--- src/rtl/lsu_pkg.sv ---
// Shared encodings and helpers for the load/store sequencer.
// Funct3 values follow RV32I instr[14:12].
package lsu_pkg;

  localparam logic [2:0] F3_LB  = 3'b000;
  localparam logic [2:0] F3_LH  = 3'b001;
  localparam logic [2:0] F3_LW  = 3'b010;
  localparam logic [2:0] F3_LBU = 3'b100;
  localparam logic [2:0] F3_LHU = 3'b101;
  localparam logic [2:0] F3_SB  = 3'b000;
  localparam logic [2:0] F3_SH  = 3'b001;
  localparam logic [2:0] F3_SW  = 3'b010;

  typedef enum logic [1:0] {
    IDLE    = 2'd0,
    LD_HI   = 2'd1,
    ST_BYTE = 2'd2
  } lsu_state_t;

  // Halfwords are misaligned on an odd address, words on any non-zero offset.
  // Store funct3 shares the load encoding, so one helper serves both.
  function automatic logic is_misaligned(input logic [2:0] funct3,
                                         input logic [1:0] offset);
    case (funct3)
      F3_LH, F3_LHU: is_misaligned = offset[0];
      F3_LW:         is_misaligned = (offset != 2'b00);
      default:       is_misaligned = 1'b0;
    endcase
  endfunction

endpackage

--- src/rtl/mem_access_sequencer_if.sv ---
// Core-side request/response and datamemory-side signals of the sequencer.
// The slave modport is the sequencer's view; master is the core+memory side.
interface mem_access_sequencer_if #(
  parameter int DM_ADDRESS = 9,
  parameter int DATA_W     = 32
);
  logic                  req_valid;
  logic                  req_we;
  logic [2:0]            req_funct3;
  logic [DM_ADDRESS-1:0] req_addr;
  logic [DATA_W-1:0]     req_wdata;
  logic                  stall;
  logic                  resp_valid;
  logic [DATA_W-1:0]     resp_rdata;
  logic                  mem_read;
  logic                  mem_write;
  logic [DM_ADDRESS-1:0] mem_addr;
  logic [DATA_W-1:0]     mem_wdata;
  logic [2:0]            mem_funct3;
  logic [DATA_W-1:0]     mem_rdata;

  modport slave (
    input  req_valid, req_we, req_funct3, req_addr, req_wdata, mem_rdata,
    output stall, resp_valid, resp_rdata,
           mem_read, mem_write, mem_addr, mem_wdata, mem_funct3
  );

  modport master (
    output req_valid, req_we, req_funct3, req_addr, req_wdata, mem_rdata,
    input  stall, resp_valid, resp_rdata,
           mem_read, mem_write, mem_addr, mem_wdata, mem_funct3
  );
endinterface

--- src/rtl/mem_access_sequencer_load_align_extract.sv ---
// Picks a byte/half/word out of a two-word little-endian window and extends it.
// Purely combinational; shared by split loads and the local LHU path.
module load_align_extract
  import lsu_pkg::*;
(
  input  logic [63:0] window,
  input  logic [1:0]  offset,
  input  logic [2:0]  funct3,
  output logic [31:0] result
);

  logic [31:0] shifted;

  // NOTE: every output of an always_comb gets a default first, so no path can infer a latch.
  always_comb begin
    shifted = 32'(window >> {offset, 3'b000});
    result  = shifted;
    case (funct3)
      F3_LB:   result = {{24{shifted[7]}}, shifted[7:0]};
      F3_LBU:  result = {24'h0, shifted[7:0]};
      F3_LH:   result = {{16{shifted[15]}}, shifted[15:0]};
      F3_LHU:  result = {16'h0, shifted[15:0]};
      default: result = shifted;
    endcase
  end

endmodule

--- src/rtl/mem_access_sequencer.sv ---
// Load/store sequencer: aligned accesses pass straight to datamemory, misaligned
// ones become two LWs (loads) or a run of SBs (stores) while the core stalls.
module mem_access_sequencer
  import lsu_pkg::*;
#(
  parameter int DM_ADDRESS = 9,
  parameter int DATA_W     = 32
) (
  input  logic clk,
  input  logic rst_n,
  mem_access_sequencer_if.slave bus
);

  lsu_state_t            state;
  logic [1:0]            cnt;
  logic [1:0]            last_q;
  logic [DATA_W-1:0]     lo_q;
  logic [DATA_W-1:0]     wdata_q;
  logic [2:0]            f3_q;
  logic [DM_ADDRESS-1:0] addr_q;

  logic                  misaligned;
  logic                  split_ld;
  logic                  split_st;
  logic                  local_lhu;
  logic [DM_ADDRESS-1:0] req_base;
  logic [DM_ADDRESS-1:0] lat_base;
  logic [63:0]           ext_window;
  logic [1:0]            ext_offset;
  logic [2:0]            ext_funct3;
  logic [31:0]           ext_rdata;

  assign misaligned = is_misaligned(bus.req_funct3, bus.req_addr[1:0]);
  assign split_ld   = bus.req_valid && !bus.req_we && misaligned &&
                      (bus.req_funct3 inside {F3_LH, F3_LHU, F3_LW});
  assign split_st   = bus.req_valid && bus.req_we && misaligned &&
                      (bus.req_funct3 inside {F3_SH, F3_SW});
  // datamemory has no LHU, so an aligned LHU reads the word and extracts here.
  assign local_lhu  = bus.req_valid && !bus.req_we && !misaligned &&
                      (bus.req_funct3 == F3_LHU);
  assign req_base   = {bus.req_addr[DM_ADDRESS-1:2], 2'b00};
  assign lat_base   = {addr_q[DM_ADDRESS-1:2], 2'b00};

  always_comb begin
    if (state == LD_HI) begin
      ext_window = {bus.mem_rdata, lo_q};
      ext_offset = addr_q[1:0];
      ext_funct3 = f3_q;
    end else begin
      ext_window = {32'h0, bus.mem_rdata};
      ext_offset = bus.req_addr[1:0];
      ext_funct3 = F3_LHU;
    end
  end

  load_align_extract u_extract (
    .window (ext_window),
    .offset (ext_offset),
    .funct3 (ext_funct3),
    .result (ext_rdata)
  );

  always_comb begin
    bus.stall      = 1'b0;
    bus.resp_valid = 1'b0;
    bus.resp_rdata = bus.mem_rdata;
    bus.mem_read   = 1'b0;
    bus.mem_write  = 1'b0;
    bus.mem_addr   = bus.req_addr;
    bus.mem_wdata  = bus.req_wdata;
    bus.mem_funct3 = bus.req_funct3;
    case (state)
      IDLE: begin
        if (bus.req_valid && bus.req_we) begin
          bus.mem_write = 1'b1;
          if (split_st) begin
            bus.mem_funct3 = F3_SB;
            bus.mem_wdata  = {{(DATA_W-8){1'b0}}, bus.req_wdata[7:0]};
            bus.stall      = 1'b1;
          end
        end else if (bus.req_valid) begin
          bus.mem_read = 1'b1;
          if (split_ld) begin
            bus.mem_addr   = req_base;
            bus.mem_funct3 = F3_LW;
            bus.stall      = 1'b1;
          end else begin
            bus.resp_valid = 1'b1;
            if (local_lhu) begin
              bus.mem_addr   = req_base;
              bus.mem_funct3 = F3_LW;
              bus.resp_rdata = ext_rdata;
            end
          end
        end
      end
      LD_HI: begin
        bus.mem_read   = 1'b1;
        bus.mem_addr   = lat_base + DM_ADDRESS'(4);
        bus.mem_funct3 = F3_LW;
        bus.resp_valid = 1'b1;
        bus.resp_rdata = ext_rdata;
      end
      ST_BYTE: begin
        bus.mem_write  = 1'b1;
        bus.mem_addr   = addr_q + DM_ADDRESS'(cnt);
        bus.mem_funct3 = F3_SB;
        bus.mem_wdata  = {{(DATA_W-8){1'b0}}, wdata_q[{cnt, 3'b000} +: 8]};
        bus.stall      = (cnt != last_q);
      end
      default: ;
    endcase
    // Reset is asynchronous, so the control strobes must drop the moment rst_n falls.
    if (!rst_n) begin
      bus.stall      = 1'b0;
      bus.resp_valid = 1'b0;
      bus.mem_read   = 1'b0;
      bus.mem_write  = 1'b0;
    end
  end

  // NOTE: state registers use non-blocking assignments only; combinational logic above uses blocking.
  // NOTE: every register here is control/latch state, so all of it is reset (there is no storage array).
  always_ff @(posedge clk or negedge rst_n) begin
    if (!rst_n) begin
      state   <= IDLE;
      cnt     <= 2'd0;
      last_q  <= 2'd0;
      lo_q    <= '0;
      wdata_q <= '0;
      f3_q    <= 3'b000;
      addr_q  <= '0;
    end else begin
      case (state)
        IDLE: begin
          if (split_ld) begin
            lo_q   <= bus.mem_rdata;
            f3_q   <= bus.req_funct3;
            addr_q <= bus.req_addr;
            state  <= LD_HI;
          end else if (split_st) begin
            wdata_q <= bus.req_wdata;
            addr_q  <= bus.req_addr;
            last_q  <= (bus.req_funct3 == F3_SH) ? 2'd1 : 2'd3;
            cnt     <= 2'd1;
            state   <= ST_BYTE;
          end
        end
        LD_HI: state <= IDLE;
        ST_BYTE: begin
          if (cnt == last_q) begin
            cnt   <= 2'd0;
            state <= IDLE;
          end else begin
            cnt <= cnt + 2'd1;
          end
        end
        default: state <= IDLE;
      endcase
    end
  end

endmodule

--- src/flat_wrapper.sv ---
// flat-port wrapper written by rule: the top's interface ports become plain ports
module mem_access_sequencer_flat import lsu_pkg::*;
#(
  parameter int DM_ADDRESS = 9,
  parameter int DATA_W     = 32
)
  (clk, rst_n, bus_req_valid, bus_req_we, bus_req_funct3, bus_req_addr, bus_req_wdata, bus_mem_rdata, bus_stall, bus_resp_valid, bus_resp_rdata, bus_mem_read, bus_mem_write, bus_mem_addr, bus_mem_wdata, bus_mem_funct3);
  mem_access_sequencer_if #(.DM_ADDRESS(DM_ADDRESS), .DATA_W(DATA_W)) bus_i ();
  input  logic clk;
  input  logic rst_n;
  input wire logic [$bits(bus_i.req_valid)-1:0] bus_req_valid;
  input wire logic [$bits(bus_i.req_we)-1:0] bus_req_we;
  input wire logic [$bits(bus_i.req_funct3)-1:0] bus_req_funct3;
  input wire logic [$bits(bus_i.req_addr)-1:0] bus_req_addr;
  input wire logic [$bits(bus_i.req_wdata)-1:0] bus_req_wdata;
  input wire logic [$bits(bus_i.mem_rdata)-1:0] bus_mem_rdata;
  output wire logic [$bits(bus_i.stall)-1:0] bus_stall;
  output wire logic [$bits(bus_i.resp_valid)-1:0] bus_resp_valid;
  output wire logic [$bits(bus_i.resp_rdata)-1:0] bus_resp_rdata;
  output wire logic [$bits(bus_i.mem_read)-1:0] bus_mem_read;
  output wire logic [$bits(bus_i.mem_write)-1:0] bus_mem_write;
  output wire logic [$bits(bus_i.mem_addr)-1:0] bus_mem_addr;
  output wire logic [$bits(bus_i.mem_wdata)-1:0] bus_mem_wdata;
  output wire logic [$bits(bus_i.mem_funct3)-1:0] bus_mem_funct3;
  assign bus_i.req_valid = bus_req_valid;
  assign bus_i.req_we = bus_req_we;
  assign bus_i.req_funct3 = bus_req_funct3;
  assign bus_i.req_addr = bus_req_addr;
  assign bus_i.req_wdata = bus_req_wdata;
  assign bus_i.mem_rdata = bus_mem_rdata;
  assign bus_stall = bus_i.stall;
  assign bus_resp_valid = bus_i.resp_valid;
  assign bus_resp_rdata = bus_i.resp_rdata;
  assign bus_mem_read = bus_i.mem_read;
  assign bus_mem_write = bus_i.mem_write;
  assign bus_mem_addr = bus_i.mem_addr;
  assign bus_mem_wdata = bus_i.mem_wdata;
  assign bus_mem_funct3 = bus_i.mem_funct3;
  mem_access_sequencer #(.DM_ADDRESS(DM_ADDRESS), .DATA_W(DATA_W)) u_core (.clk(clk), .rst_n(rst_n), .bus(bus_i));
endmodule
--- config.mk ---
export PLATFORM = sky130hd
export DESIGN_NAME = mem_access_sequencer_flat
export DESIGN_NICKNAME = d
export VERILOG_FILES = /design/src/rtl/lsu_pkg.sv /design/src/rtl/mem_access_sequencer_if.sv /design/src/rtl/mem_access_sequencer_load_align_extract.sv /design/src/rtl/mem_access_sequencer.sv /design/src/flat_wrapper.sv
export SDC_FILE = /design/constraint.sdc
export NUM_CORES = 1
export LEC_CHECK = 0
export BUFFER_PORTS_ARGS = -buffer_cell sky130_fd_sc_hd__buf_2
export CORE_MARGIN = 5
export CORE_UTILIZATION = 54
export CTS_BUF_LIST = sky130_fd_sc_hd__clkbuf_4 sky130_fd_sc_hd__clkbuf_8 sky130_fd_sc_hd__clkbuf_16
export CTS_CLUSTER_DIAMETER = 120
export DETAILED_ROUTE_END_ITERATION = 10
export PLACE_DENSITY = 0.91
export SLEW_MARGIN = 0
export SYNTH_ARGS = -nofsm -noshare
export SYNTH_HDL_FRONTEND = slang
export SYNTH_SLANG_ARGS = --single-unit
--- constraint.sdc ---
create_clock -name clk -period 2.75 [get_ports clk]
set_input_delay 0.1375 -clock clk [delete_from_list [all_inputs] [get_ports clk]]
set_output_delay 0.1375 -clock clk [all_outputs]
set_load 0.02 [all_outputs]
==> flow_summary.toml <==
[status]
status = "finished clean"

[synth]
synth-main-ff-cell = "dfrtp_1"
synth_common_cells = "dfrtp_1, mux2_2, nand2_1, nor2b_1, nor2_1"
synth_top_cell_area_share = 0.347
synth_area_mm2 = 0.00592
synth_edf_count = 0
synthDistinctLibCells = 60
synth.avg_cell_area_um2 = 10.1
synth-async-reset-ratio = 1.00
yosysTopAreaCell = "dfrtp_1"
yosys.cell_count.top_type = "dfrtp_1"
yosysSeqAreaShare = 0.347
syn_inst = 587
ys_ff_latch = 82
ys_top_cells_by_area = "dfrtp_1, mux2_2, mux4_2, mux2i_1, nand2_1"
ys_warn_count = 0
syn-num-nets = 671

[cells_and_area]
area_delta_synth_final_pct = 22.2
n_antenna_cell = 0
nets = 834
drive_above_1_share = 0.420
fillers = 809

[grt]
antenna_found_initial = 0
grt_pass1_wl_mm = 28.4
grt_max_degree = 45
grt_overflow = 0
grt_pass1_vias = 5600
grt_usage = 0.273

[worst_setup_path]
r2r_end = "u_core.lo_q[3]"
crit_required_ns = 2.61
rrSetupSlack_ns = 0.53
rr_worst_depth = 5
end_kind = "primary output"
startpoint = "u_core.state[0]"
start_kind = "register"
endpoint = "bus_resp_rdata[23]"
cp_max_fo = 24
crit_arrival_ns = 2.48
path_class = "reg -> out"
r2r-start = "u_core.state[1]"

[floorplanning]
num_io_pins = 160
rows = 38
initial_core_util = 0.549
core_mm2 = 0.0108
die_w_um = 115
die_h_um = 115
dieArea_mm2 = 0.0132

[clock_tree]
htreeDepth = 3
tritoncts = "yes"
clk_pin_slew_ns = 0.10
clockBufferDepth = 2
cts.sinks = 82
cts_buffers = 9
clockRootBuffer = "clkbuf_8"
clk_latency_ns = 0.38

[sta]
post-route-period-util = 0.952
slew_headroom = 0.567
finalCriticalPeriod_ns = 2.62
setup-tns-final_ns = 0
whs_ns = 0.00783
worst_pin_slew_ns = 0.650
finalHoldViolations = 0
fmax_mhz = 382
fin_skew_ns = 0.00766
grt_setup_unrepaired = "false"
finalMaxSlewViolations = 0
finalSetupViolCount = 0

[drt]
wl_met3_mm = 1.50
highest_layer = "met4"
drtAntennaViolNets = 0
vias_per_cell = 6.21
drt_first_iter_violations = 613
drt_pass1_iterations = 5
wl_per_cell_um = 20.2
wl_met1_mm = 7.20
drt_wl_total_mm = 18.1
met2_length_mm = 9.06
drc = 0
num_vias = 5557

[placement]
dp_hpwl_mm = 13.1
gp_congestion = 0.945
io_buffers = 159

[run]
drv_cap = 0

[power]
clockPowerShare = 0.214
max-vdd-ir-drop_uv = 428
intPower_uw = 2870
comb_power_share = 0.391
share_seq_of_total_power = 0.394
swShare = 0.376
leakage_uw = 0.00341
power_switching_uw = 1730
pwr_density_cell_mw_per_mm2 = 636

[hold_path]
hold_class = "in -> reg"
power groups by stage:
stage	combinational [uW]	clock [uW]	sequential, uW
5_1_grt	1950	1040	1850
6_report	1800	985	1810
2_1_floorplan	1340	0	1700
3_5_place_dp	1770	0	1830
4_1_cts	1790	993	1800
3_3_place_gp	1700	0	1780
state kept, by name, indices dropped and copies added (netlist names):
signal and flops:
u_core.lo_q 32, u_core.f3_q 3, u_core.last_q 2, u_core.cnt 2, u_core.state 2, u_core.addr_q 9
u_core.wdata_q 32
cell families after synthesis:
kind of cell	synth area share
flip-flops	0.347
AND/OR/NAND/NOR	0.166
multiplexers	0.286
XOR/XNOR	0.00740
buffers and inverters	0.0393
adder cells (fa/ha/maj)	0.00972
AO/OA/AOI/OAI	0.146
worst min path at each step:
stage | start | to | slack [ns] | cells past startpoint
detailed placement | rst_n | u_core.lo_q[21] | 0.16 | 1
finish | bus_req_wdata[26] | u_core.wdata_q[26] | 0.008 | 2
global route | bus_req_wdata[31] | u_core.wdata_q[31] | 0.00007 | 2
floorplan | rst_n | u_core.addr_q[0] | -0.16 | 0
global placement | rst_n | u_core.lo_q[5] | 0.15 | 1
CTS | bus_req_wdata[17] | u_core.wdata_q[17] | 0.0005 | 2
routing by layer:
metal	vias to the layer above	GRT usage
met5	-	0
met4	0	0.0931
met3	35	0.0571
met2	302	0.464
met1	2723	0.347
li1	2497	-
final cells by class:
| type | instances | area (um2) | area share |
|---|---|---|---|
| Clock inverter | 7 | 90.1 | 0.0125 |
| Multi-Input combinational cell | 459 | 3640 | 0.503 |
| Sequential cell | 82 | 2050 | 0.284 |
| Tap cell | 140 | 175 | 0.0242 |
| Inverter | 4 | 15.0 | 0.00208 |
| Timing Repair Buffer | 194 | 1140 | 0.157 |
| Clock buffer | 9 | 124 | 0.0171 |
worst max-delay path: stages, from the launching register on:
cell and delay [ns]:
dfrtp_1 0.44, buf_8 0.18, nand2b_1 0.15, buf_4 0.28
o21a_1 0.57, a221o_1 0.30, buf_2 0.17
placed cells by master (no fill, tap or decap), types with 5 or more instances in the layout:
cell / n
o21ai_0: 30
nand3_1: 7
dfrtp_1: 80
a221o_1: 8
nor2b_1: 36
mux2i_1: 28
a22oi_1: 8
nand2_1: 71
buf_2: 158
and2_1: 5
nor3_1: 16
a21oi_1: 22
o31ai_1: 7
clkbuf_8: 9
nand2b_1: 7
a211oi_1: 10
a31oi_1: 12
mux2_2: 78
buf_4: 22
nor2_1: 35
dlygate4sd3_1: 10
mux4_2: 23
metrics by stage:
step / area [um2] / utilization / setup WS, ns / std cells / total power, uW
after floorplan: 5920 / - / 0.590 / 587 / 3040
after global placement: 6860 / 0.636 / 0.501 / 865 / 3480
after detailed placement: 6860 / 0.636 / 0.427 / 865 / 3590
after CTS: 7180 / 0.665 / 0.0000591 / 891 / 4580
after global routing: 7230 / 0.670 / 0.00430 / 895 / 4840
final: 7230 / 0.670 / 0.132 / 895 / 4600
what timing repair did:
action                                  CTS  global route
hold buffers                             10             0
setup buffers                             0             3
endpoints found under the setup margin    1            18
gates resized for setup                   0             3
pin swaps                                 1             2
gates cloned                              0             1
endpoints found under the hold margin    47             0
No activity file was read; power rests on OpenSTA's default activity.
